### src/rtl/fg_pkg.sv
// Shared types for the function-generator sequencer: FSM encoding, default widths, config bundle.
// Latency: n/a. Backpressure: n/a.
// Contains no logic; only types and constants.
package fg_pkg;

    localparam int FG_COUNTER_BW   = 32;
    localparam int FG_WAVEFORM_BW  = 16;
    localparam int FG_PRESCALER_BW = 16;
    localparam int FG_BURST_BW     = 16;

    typedef enum logic [1:0] {
        ST_IDLE = 2'd0,
        ST_RUN  = 2'd1,
        ST_STOP = 2'd2
    } fg_state_e;

    typedef struct packed {
        logic [FG_COUNTER_BW-1:0]   period;
        logic [FG_COUNTER_BW-1:0]   on;
        logic [FG_WAVEFORM_BW-1:0]  k_rise;
        logic [FG_WAVEFORM_BW-1:0]  k_fall;
        logic [FG_WAVEFORM_BW-1:0]  amplitude;
        logic [FG_PRESCALER_BW-1:0] prescaler;
        logic [FG_BURST_BW-1:0]     burst;
    } fg_cfg_t;

endpackage

### src/rtl/fg_prescaler.sv
// Sample-rate divider: one-cycle tick every limit+1 clocks while running, synchronous clear.
// Latency: tick is registered; first tick arrives limit+1 clocks after the clear cycle.
// Backpressure: none; counts freely whenever run is requested.
module fg_prescaler #(
    parameter int WIDTH = 16
) (
    input  logic             clk_i,
    input  logic             rstn_i,
    input  logic             run_i,
    input  logic             clr_i,
    input  logic [WIDTH-1:0] limit_i,
    output logic             tick_o
);

    logic [WIDTH-1:0] cnt_q;
    logic [WIDTH-1:0] cnt_d;
    logic             tick_d;

    // run_i and limit_i describe the next cycle, so the tick can be registered yet
    // still coincide with the cycle where the count equals the limit.
    always_comb begin
        cnt_d = cnt_q + WIDTH'(1);
        if (clr_i || !run_i || tick_o) begin
            cnt_d = '0;
        end
        tick_d = run_i && (cnt_d == limit_i);
    end

    always_ff @(posedge clk_i or negedge rstn_i) begin
        if (!rstn_i) begin
            cnt_q  <= '0;
            tick_o <= 1'b0;
        end else begin
            cnt_q  <= cnt_d;
            tick_o <= tick_d;
        end
    end

endmodule

### src/rtl/fg_sequencer.sv
// Function-generator timebase: sample strobe, period counter, burst control, double-buffered config.
// Latency: new config visible the cycle after a wrap strobe (or one cycle after handshake in IDLE).
// Backpressure: cfg_ready_o low while a pending config waits for its period boundary.
module fg_sequencer
    import fg_pkg::*;
#(
    parameter int COUNTER_BITWIDTH   = FG_COUNTER_BW,
    parameter int WAVEFORM_BITWIDTH  = FG_WAVEFORM_BW,
    parameter int PRESCALER_BITWIDTH = FG_PRESCALER_BW,
    parameter int BURST_BITWIDTH     = FG_BURST_BW
) (
    input  logic                          clk_i,
    input  logic                          rstn_i,
    input  logic                          enable_i,
    input  logic                          cfg_valid_i,
    output logic                          cfg_ready_o,
    input  logic [COUNTER_BITWIDTH-1:0]   cfg_period_i,
    input  logic [COUNTER_BITWIDTH-1:0]   cfg_on_i,
    input  logic [WAVEFORM_BITWIDTH-1:0]  cfg_k_rise_i,
    input  logic [WAVEFORM_BITWIDTH-1:0]  cfg_k_fall_i,
    input  logic [WAVEFORM_BITWIDTH-1:0]  cfg_amplitude_i,
    input  logic [PRESCALER_BITWIDTH-1:0] cfg_prescaler_i,
    input  logic [BURST_BITWIDTH-1:0]     cfg_burst_i,
    output logic                          strb_data_valid_o,
    output logic [COUNTER_BITWIDTH-1:0]   counterValue_o,
    output logic [COUNTER_BITWIDTH-1:0]   counter_o,
    output logic [COUNTER_BITWIDTH-1:0]   ON_counter_o,
    output logic [WAVEFORM_BITWIDTH-1:0]  k_rise_o,
    output logic [WAVEFORM_BITWIDTH-1:0]  k_fall_o,
    output logic [WAVEFORM_BITWIDTH-1:0]  amplitude_o,
    output logic                          busy_o,
    output logic                          period_done_o,
    output logic                          burst_done_o
);

    fg_state_e               state_q, state_d;
    fg_cfg_t                 pend_q, act_q, act_d, cfg_in;
    logic                    pend_full_q;
    logic [FG_COUNTER_BW-1:0] cv_q;
    logic [FG_BURST_BW-1:0]  burst_q;
    logic                    busy_q, period_done_q, burst_done_q;
    logic                    strb, wrap, hs, start, copy, last;

    assign hs   = cfg_valid_i && !pend_full_q;
    assign wrap = strb && (cv_q == act_q.period);

    always_comb begin
        cfg_in           = '0;
        cfg_in.period    = FG_COUNTER_BW'(cfg_period_i);
        cfg_in.on        = FG_COUNTER_BW'(cfg_on_i);
        cfg_in.k_rise    = FG_WAVEFORM_BW'(cfg_k_rise_i);
        cfg_in.k_fall    = FG_WAVEFORM_BW'(cfg_k_fall_i);
        cfg_in.amplitude = FG_WAVEFORM_BW'(cfg_amplitude_i);
        cfg_in.prescaler = FG_PRESCALER_BW'(cfg_prescaler_i);
        cfg_in.burst     = FG_BURST_BW'(cfg_burst_i);
    end

    // A config accepted on a wrap cycle has pend_full_q low there, so it naturally
    // waits for the following wrap before being copied.
    always_comb begin
        state_d = state_q;
        start   = 1'b0;
        copy    = 1'b0;
        last    = 1'b0;
        case (state_q)
            ST_IDLE: begin
                if (pend_full_q) begin
                    copy = 1'b1;
                end else if (enable_i) begin
                    state_d = ST_RUN;
                    start   = 1'b1;
                end
            end
            ST_RUN: begin
                copy = wrap && pend_full_q;
                if (wrap && (act_q.burst != '0) && (burst_q == FG_BURST_BW'(1))) begin
                    state_d = ST_IDLE;
                    last    = 1'b1;
                end else if (!enable_i) begin
                    state_d = ST_STOP;
                end
            end
            ST_STOP: begin
                if (enable_i) begin
                    state_d = ST_RUN;
                end else if (wrap) begin
                    state_d = ST_IDLE;
                end
            end
            default: state_d = ST_IDLE;
        endcase
        act_d = copy ? pend_q : act_q;
    end

    fg_prescaler #(
        .WIDTH (FG_PRESCALER_BW)
    ) u_prescaler (
        .clk_i   (clk_i),
        .rstn_i  (rstn_i),
        .run_i   (state_d != ST_IDLE),
        .clr_i   (start),
        .limit_i (act_d.prescaler),
        .tick_o  (strb)
    );

    always_ff @(posedge clk_i or negedge rstn_i) begin
        if (!rstn_i) begin
            state_q       <= ST_IDLE;
            pend_q        <= '0;
            pend_full_q   <= 1'b0;
            act_q         <= '0;
            cv_q          <= '0;
            burst_q       <= '0;
            busy_q        <= 1'b0;
            period_done_q <= 1'b0;
            burst_done_q  <= 1'b0;
        end else begin
            state_q <= state_d;
            act_q   <= act_d;
            if (hs) begin
                pend_q <= cfg_in;
            end
            if (copy) begin
                pend_full_q <= 1'b0;
            end else if (hs) begin
                pend_full_q <= 1'b1;
            end
            if (start) begin
                cv_q <= '0;
            end else if (strb) begin
                cv_q <= wrap ? '0 : cv_q + FG_COUNTER_BW'(1);
            end
            if (start) begin
                burst_q <= act_q.burst;
            end else if ((state_q == ST_RUN) && wrap && (burst_q != '0)) begin
                burst_q <= burst_q - FG_BURST_BW'(1);
            end
            busy_q        <= (state_d != ST_IDLE);
            period_done_q <= wrap;
            burst_done_q  <= last;
        end
    end

    assign cfg_ready_o       = !pend_full_q;
    assign strb_data_valid_o = strb;
    assign counterValue_o    = COUNTER_BITWIDTH'(cv_q);
    assign counter_o         = COUNTER_BITWIDTH'(act_q.period);
    assign ON_counter_o      = COUNTER_BITWIDTH'(act_q.on);
    assign k_rise_o          = WAVEFORM_BITWIDTH'(act_q.k_rise);
    assign k_fall_o          = WAVEFORM_BITWIDTH'(act_q.k_fall);
    assign amplitude_o       = WAVEFORM_BITWIDTH'(act_q.amplitude);
    assign busy_o            = busy_q;
    assign period_done_o     = period_done_q;
    assign burst_done_o      = burst_done_q;

endmodule
### config.mk
export PLATFORM = sky130hd
export DESIGN_NAME = fg_sequencer
export DESIGN_NICKNAME = d
export VERILOG_FILES = /design/src/rtl/fg_pkg.sv /design/src/rtl/fg_prescaler.sv /design/src/rtl/fg_sequencer.sv
export SDC_FILE = /design/constraint.sdc
export NUM_CORES = 1
export LEC_CHECK = 0
export ABC_AREA = 1
export CELL_PAD_IN_SITES_DETAIL_PLACEMENT = 2
export CELL_PAD_IN_SITES_GLOBAL_PLACEMENT = 2
export CORE_AREA = 2 2 215 259
export CTS_CLUSTER_SIZE = 8
export DETAILED_ROUTE_END_ITERATION = 8
export DIE_AREA = 0 0 217 261
export GPL_TIMING_DRIVEN = 0
export PLACE_DENSITY = 0.91
export SLEW_MARGIN = 20
export SYNTH_ARGS = -nofsm -noshare
export SYNTH_HDL_FRONTEND = slang
export SYNTH_HIERARCHICAL = 1
export SYNTH_SLANG_ARGS = --single-unit
### constraint.sdc
create_clock -name clk_i -period 2.68 [get_ports clk_i]
set_input_delay 0.67 -clock clk_i [delete_from_list [all_inputs] [get_ports clk_i]]
set_output_delay 0.67 -clock clk_i [all_outputs]
set_load 0.005 [all_outputs]
==> impl_metrics.yaml <==
setup_path:
  worstSetupEndpointType: "register"
  worst_r2r_endpoint: "u_prescaler/tick_o"
  worstSetupStartpointType: "register"
  worstPathRequired_ns: 3.19
  max_stage_delay_ns: 0.46
  path_class: "reg2reg"
  crit_fanout: 8
  ff2ff_path_depth: 20
  reg2reg_setup_slack_ns: -0.18
  cp.arrival_ns: 3.37
  r2r-start: "counterValue_o[17]"
  crit_slowest_cell: "dfrtp_2"
  cpMostUsedCell: "nand2_2"
  crit_chain: "inv_1 -> nand2_1 -> nand2_1 -> nor2_1 -> nand2_1 -> nor2_2 -> nand2_2 -> nor2_4 -> nand2_2 -> nand2_2 -> nand3_4 -> buf_12 -> o21ai_4 -> nand3b_1 -> nand2_2 -> nor2_4 -> nand3_2 -> nor2_1 -> nand4_1 -> nor2_2"
sta:
  fin_ws_ns: -0.183
  skew_ns: 0.0180
  slew_viol_final: 0
  whs_ns: 0.484
  worstMarginPinSlew_ns: 0.822
  hold_viol_final: 0
  fin_crit_ns: 2.86
  maxSlewHeadroom_pct: 45.2
  min_period_over_period_pct: 107
  grt_setup_unrepaired: "yes"
  max_freq_mhz: 349
  fin_tns_setup_ns: -0.183
  setup_violations: 1
clock_network:
  cts_tree: "built"
  clock_sink_count: 359
  cts_max_path_buffers: 3
  cts_buffers: 50
  clock-root-buffer: "clkbuf_16"
  cts_max_level: 2
  clkLatencyLatePin_ns: 0.59
  clkSlewWorstSetupHoldPaths_ns: 0.05
routing:
  num_vias: 15600
  wl_per_cell_um: 23.3
  via_per_inst: 4.95
  drt_wl_total_mm: 73.4
  drc: 0
  drtAntennaViolNets: 0
  drtPass1Iterations: 6
  drtIter0Drc: 680
logic_synthesis:
  syn_nets: 2182
  synthArstFlopShare_pct: 100
  synthXorXnorAreaFrac_pct: 1.48
  synth_ff_type: "dfrtp_1"
  synth_top_cell_by_area: "dfrtp_1"
  yosys.area_share.simple_pct: 19.8
  yosysSeqAreaShare_pct: 52.3
  synth_fa_ha_area_share_pct: 0.364
  synth_seq_cells: 359
  muxShareOfSynthArea_pct: 0
  synth_top_area_share_pct: 52.3
  synth-edff-count: 0
  synthCells: 2029
  synth.distinct_cells: 44
  syn-mean-instance-area_um2: 8.46
  synth.area.top_cells: "dfrtp_1 52%, nand2_1 8.9%, inv_1 6.1%"
  synth_compound_area_share_pct: 12.1
  synth_warnings: 6
  synth_area_um2: 17200
  synth_top_family_by_area: "simple AND/OR/NAND/NOR gates"
pwr:
  p_comb_share_pct: 48.1
  intPower_mw: 17.2
  switchingPower_mw: 11.9
  sw_frac_of_total_pct: 40.9
  ir_drop_mv: 0.553
  power_density_nw_per_um2: 1250
  p_leak_nw: 11.1
  pwr-share-seq_pct: 32.3
  clockPowerShare_pct: 19.7
finish:
  n_fill_cell: 5955
  final_util_pct: 42.9
  finalNetCount: 2579
  drive_above_1_share_pct: 19.2
  multi_input_area_um2: 6140
  final_area_um2: 23300
  regArea_um2: 9020
  area.growth.synth_to_final_pct: 35.6
global_routing:
  grt_max_degree: 102
  antenna_found_initial: 11
  track_usage_pct: 25.6
  grt_pass1_wl_mm: 111
  overflow: 0
  first_global_vias: 18400
run_status:
  status: "finished, violations left"
  violations: "negative setup slack"
placement:
  placed_cell_area_um2: 21100
  dp_hpwl_mm: 51.1
  gp_congestion: 0.883
  port_buffers: 296
die:
  fp-row-count: 94
  initial_core_util_pct: 31.6
  ioPinCount: 297
  die_width_um: 217
  fp.dieArea_um2: 56600
  die_h_um: 261
  core_area_um2: 54300
flow_run:
  maxCapViolCount: 0
min_path:
  min_from: "ON_counter_o[2]"
  worstHoldPathType: "reg2reg"
  hold_depth: 2
  min_to: "ON_counter_o[2]"
## logic make-up (layout without fill, tap and decap cells)
logic type	after synthesis	count (layout)
simple gates	811	811
buf+inv	473	871
flops	359	359
compound gates	352	352
xor+xnor	29	29
fa+ha+maj	5	5
other cells	0	8
## sequential cells by signal, summed over array words and instances (netlist names)
name                count
ON_counter_o           32
act_q                  32
amplitude_o            16
burst_done_o            1
burst_q                16
busy_o                  1
counterValue_o         32
counter_o              32
k_fall_o               16
k_rise_o               16
pend_full_q             1
pend_q                144
period_done_o           1
state_q                 2
u_prescaler/cnt_q      16
u_prescaler/tick_o      1
## critical path, delay by kind of cell, from the launching register on
kind                   cells  cell delay (ns)
AND/OR/NAND/NOR           17             1.85
flip-flops                 1             0.46
buffers and inverters      2             0.27
AO/OA/AOI/OAI              1             0.18
## layer usage
metal / wire length, µm / part of all wire, % / track usage (%) / vias up
met2: 39800 / 54 / 48.6 / 427
met1: 26500 / 36 / 26.9 / 7955
li1: - / - / - / 7031
met3: 2970 / 4.0 / 4.43 / 192
met4: 4040 / 5.5 / 13.3 / 10
met5: 65 / 0.089 / 0 / -
## power groups by stage
stage / combinational [mW] / sequential, mW / clock [mW]
2_1_floorplan: 7.45 / 8.68 / 0
3_3_place_gp: 11.5 / 9.10 / 0
3_5_place_dp: 12.5 / 9.33 / 0
4_1_cts: 13.4 / 9.37 / 5.84
5_1_grt: 15.2 / 9.62 / 6.03
6_report: 14.0 / 9.39 / 5.73
## area by class of cell
class / count / share of cell area [%]
diodes: 8 / 0.0860
plain buffers: 184 / 5.86
flip-flops and latches: 359 / 38.7
inverters: 285 / 4.60
clock buffers: 52 / 5.50
well taps: 720 / 3.87
repair buffers: 349 / 14.9
multi-input cells: 1197 / 26.4
clock inverters: 1 / 0.0376
## layout by cell type, fill, tap and decap left out, drive strengths merged
master / Yosys / final
xor2: 19 / 19
o211ai: 3 / 3
nand2: 414 / 414
and3: 3 / 3
inv: 284 / 285
o21bai: 3 / 3
dfrtp: 359 / 359
buf: 144 / 199
nor4: 7 / 7
diode: 0 / 8
nand3: 54 / 54
o21ai: 173 / 173
clkbuf: 44 / 90
dlygate4sd3: 0 / 1
nor2: 266 / 266
nand4: 29 / 29
nand3b: 4 / 4
nor3: 30 / 30
o2111ai: 1 / 1
or4: 1 / 1
o22ai: 7 / 7
a211oi: 3 / 3
o21a: 1 / 1
clkdlybuf4s50: 0 / 295
clkinv: 1 / 1
o211a: 1 / 1
a31oi: 5 / 5
a21oi: 155 / 155
xnor2: 10 / 10
or2: 3 / 3
ha: 5 / 5
## cell usage after synthesis, drive strengths merged, types with 10 or more instances
| cell type | count |
|---|---|
| nand2 | 414 |
| dfrtp | 359 |
| inv | 284 |
| nor2 | 266 |
| o21ai | 173 |
| a21oi | 155 |
| buf | 144 |
| nand3 | 54 |
| clkbuf | 44 |
| nor3 | 30 |
| nand4 | 29 |
| xor2 | 19 |
| xnor2 | 10 |
## how the worst max path moves through the flow
stage / from / endpoint / slack, ns / cells after the start
after detailed placement: enable_i / u_prescaler/tick_o / -1.02 / 15
after global placement: rstn_i / pend_q[85] / -14.95 / 1
after global routing: counterValue_o[23] / u_prescaler/tick_o / -0.38 / 21
final: counterValue_o[17] / u_prescaler/tick_o / -0.18 / 20
after CTS: counter_o[8] / u_prescaler/tick_o / -0.20 / 23
after floorplan: counterValue_o[10] / u_prescaler/tick_o / 0.26 / 20
## stage by stage
step	setup slack, ns	total power, mW	cells
6_report	-0.183	29.1	3155
3_3_place_gp	-14.95	20.6	3045
3_5_place_dp	-1.02	21.8	3049
5_1_grt	-0.385	30.8	3155
4_1_cts	-0.202	28.6	3128
2_1_floorplan	0.258	16.1	2029
## what timing repair did
| action | CTS | global route |
|---|---|---|
| hold buffers | 1 | 0 |
| setup buffers | 27 | 20 |
| endpoints found under the setup margin | 225 | 68 |
| pin swaps | 7 | 30 |
| resized for setup | 83 | 87 |
| endpoints found under the hold margin | 28 | 0 |
| cloned | 0 | 1 |
(Power assumes the default switching activity.)
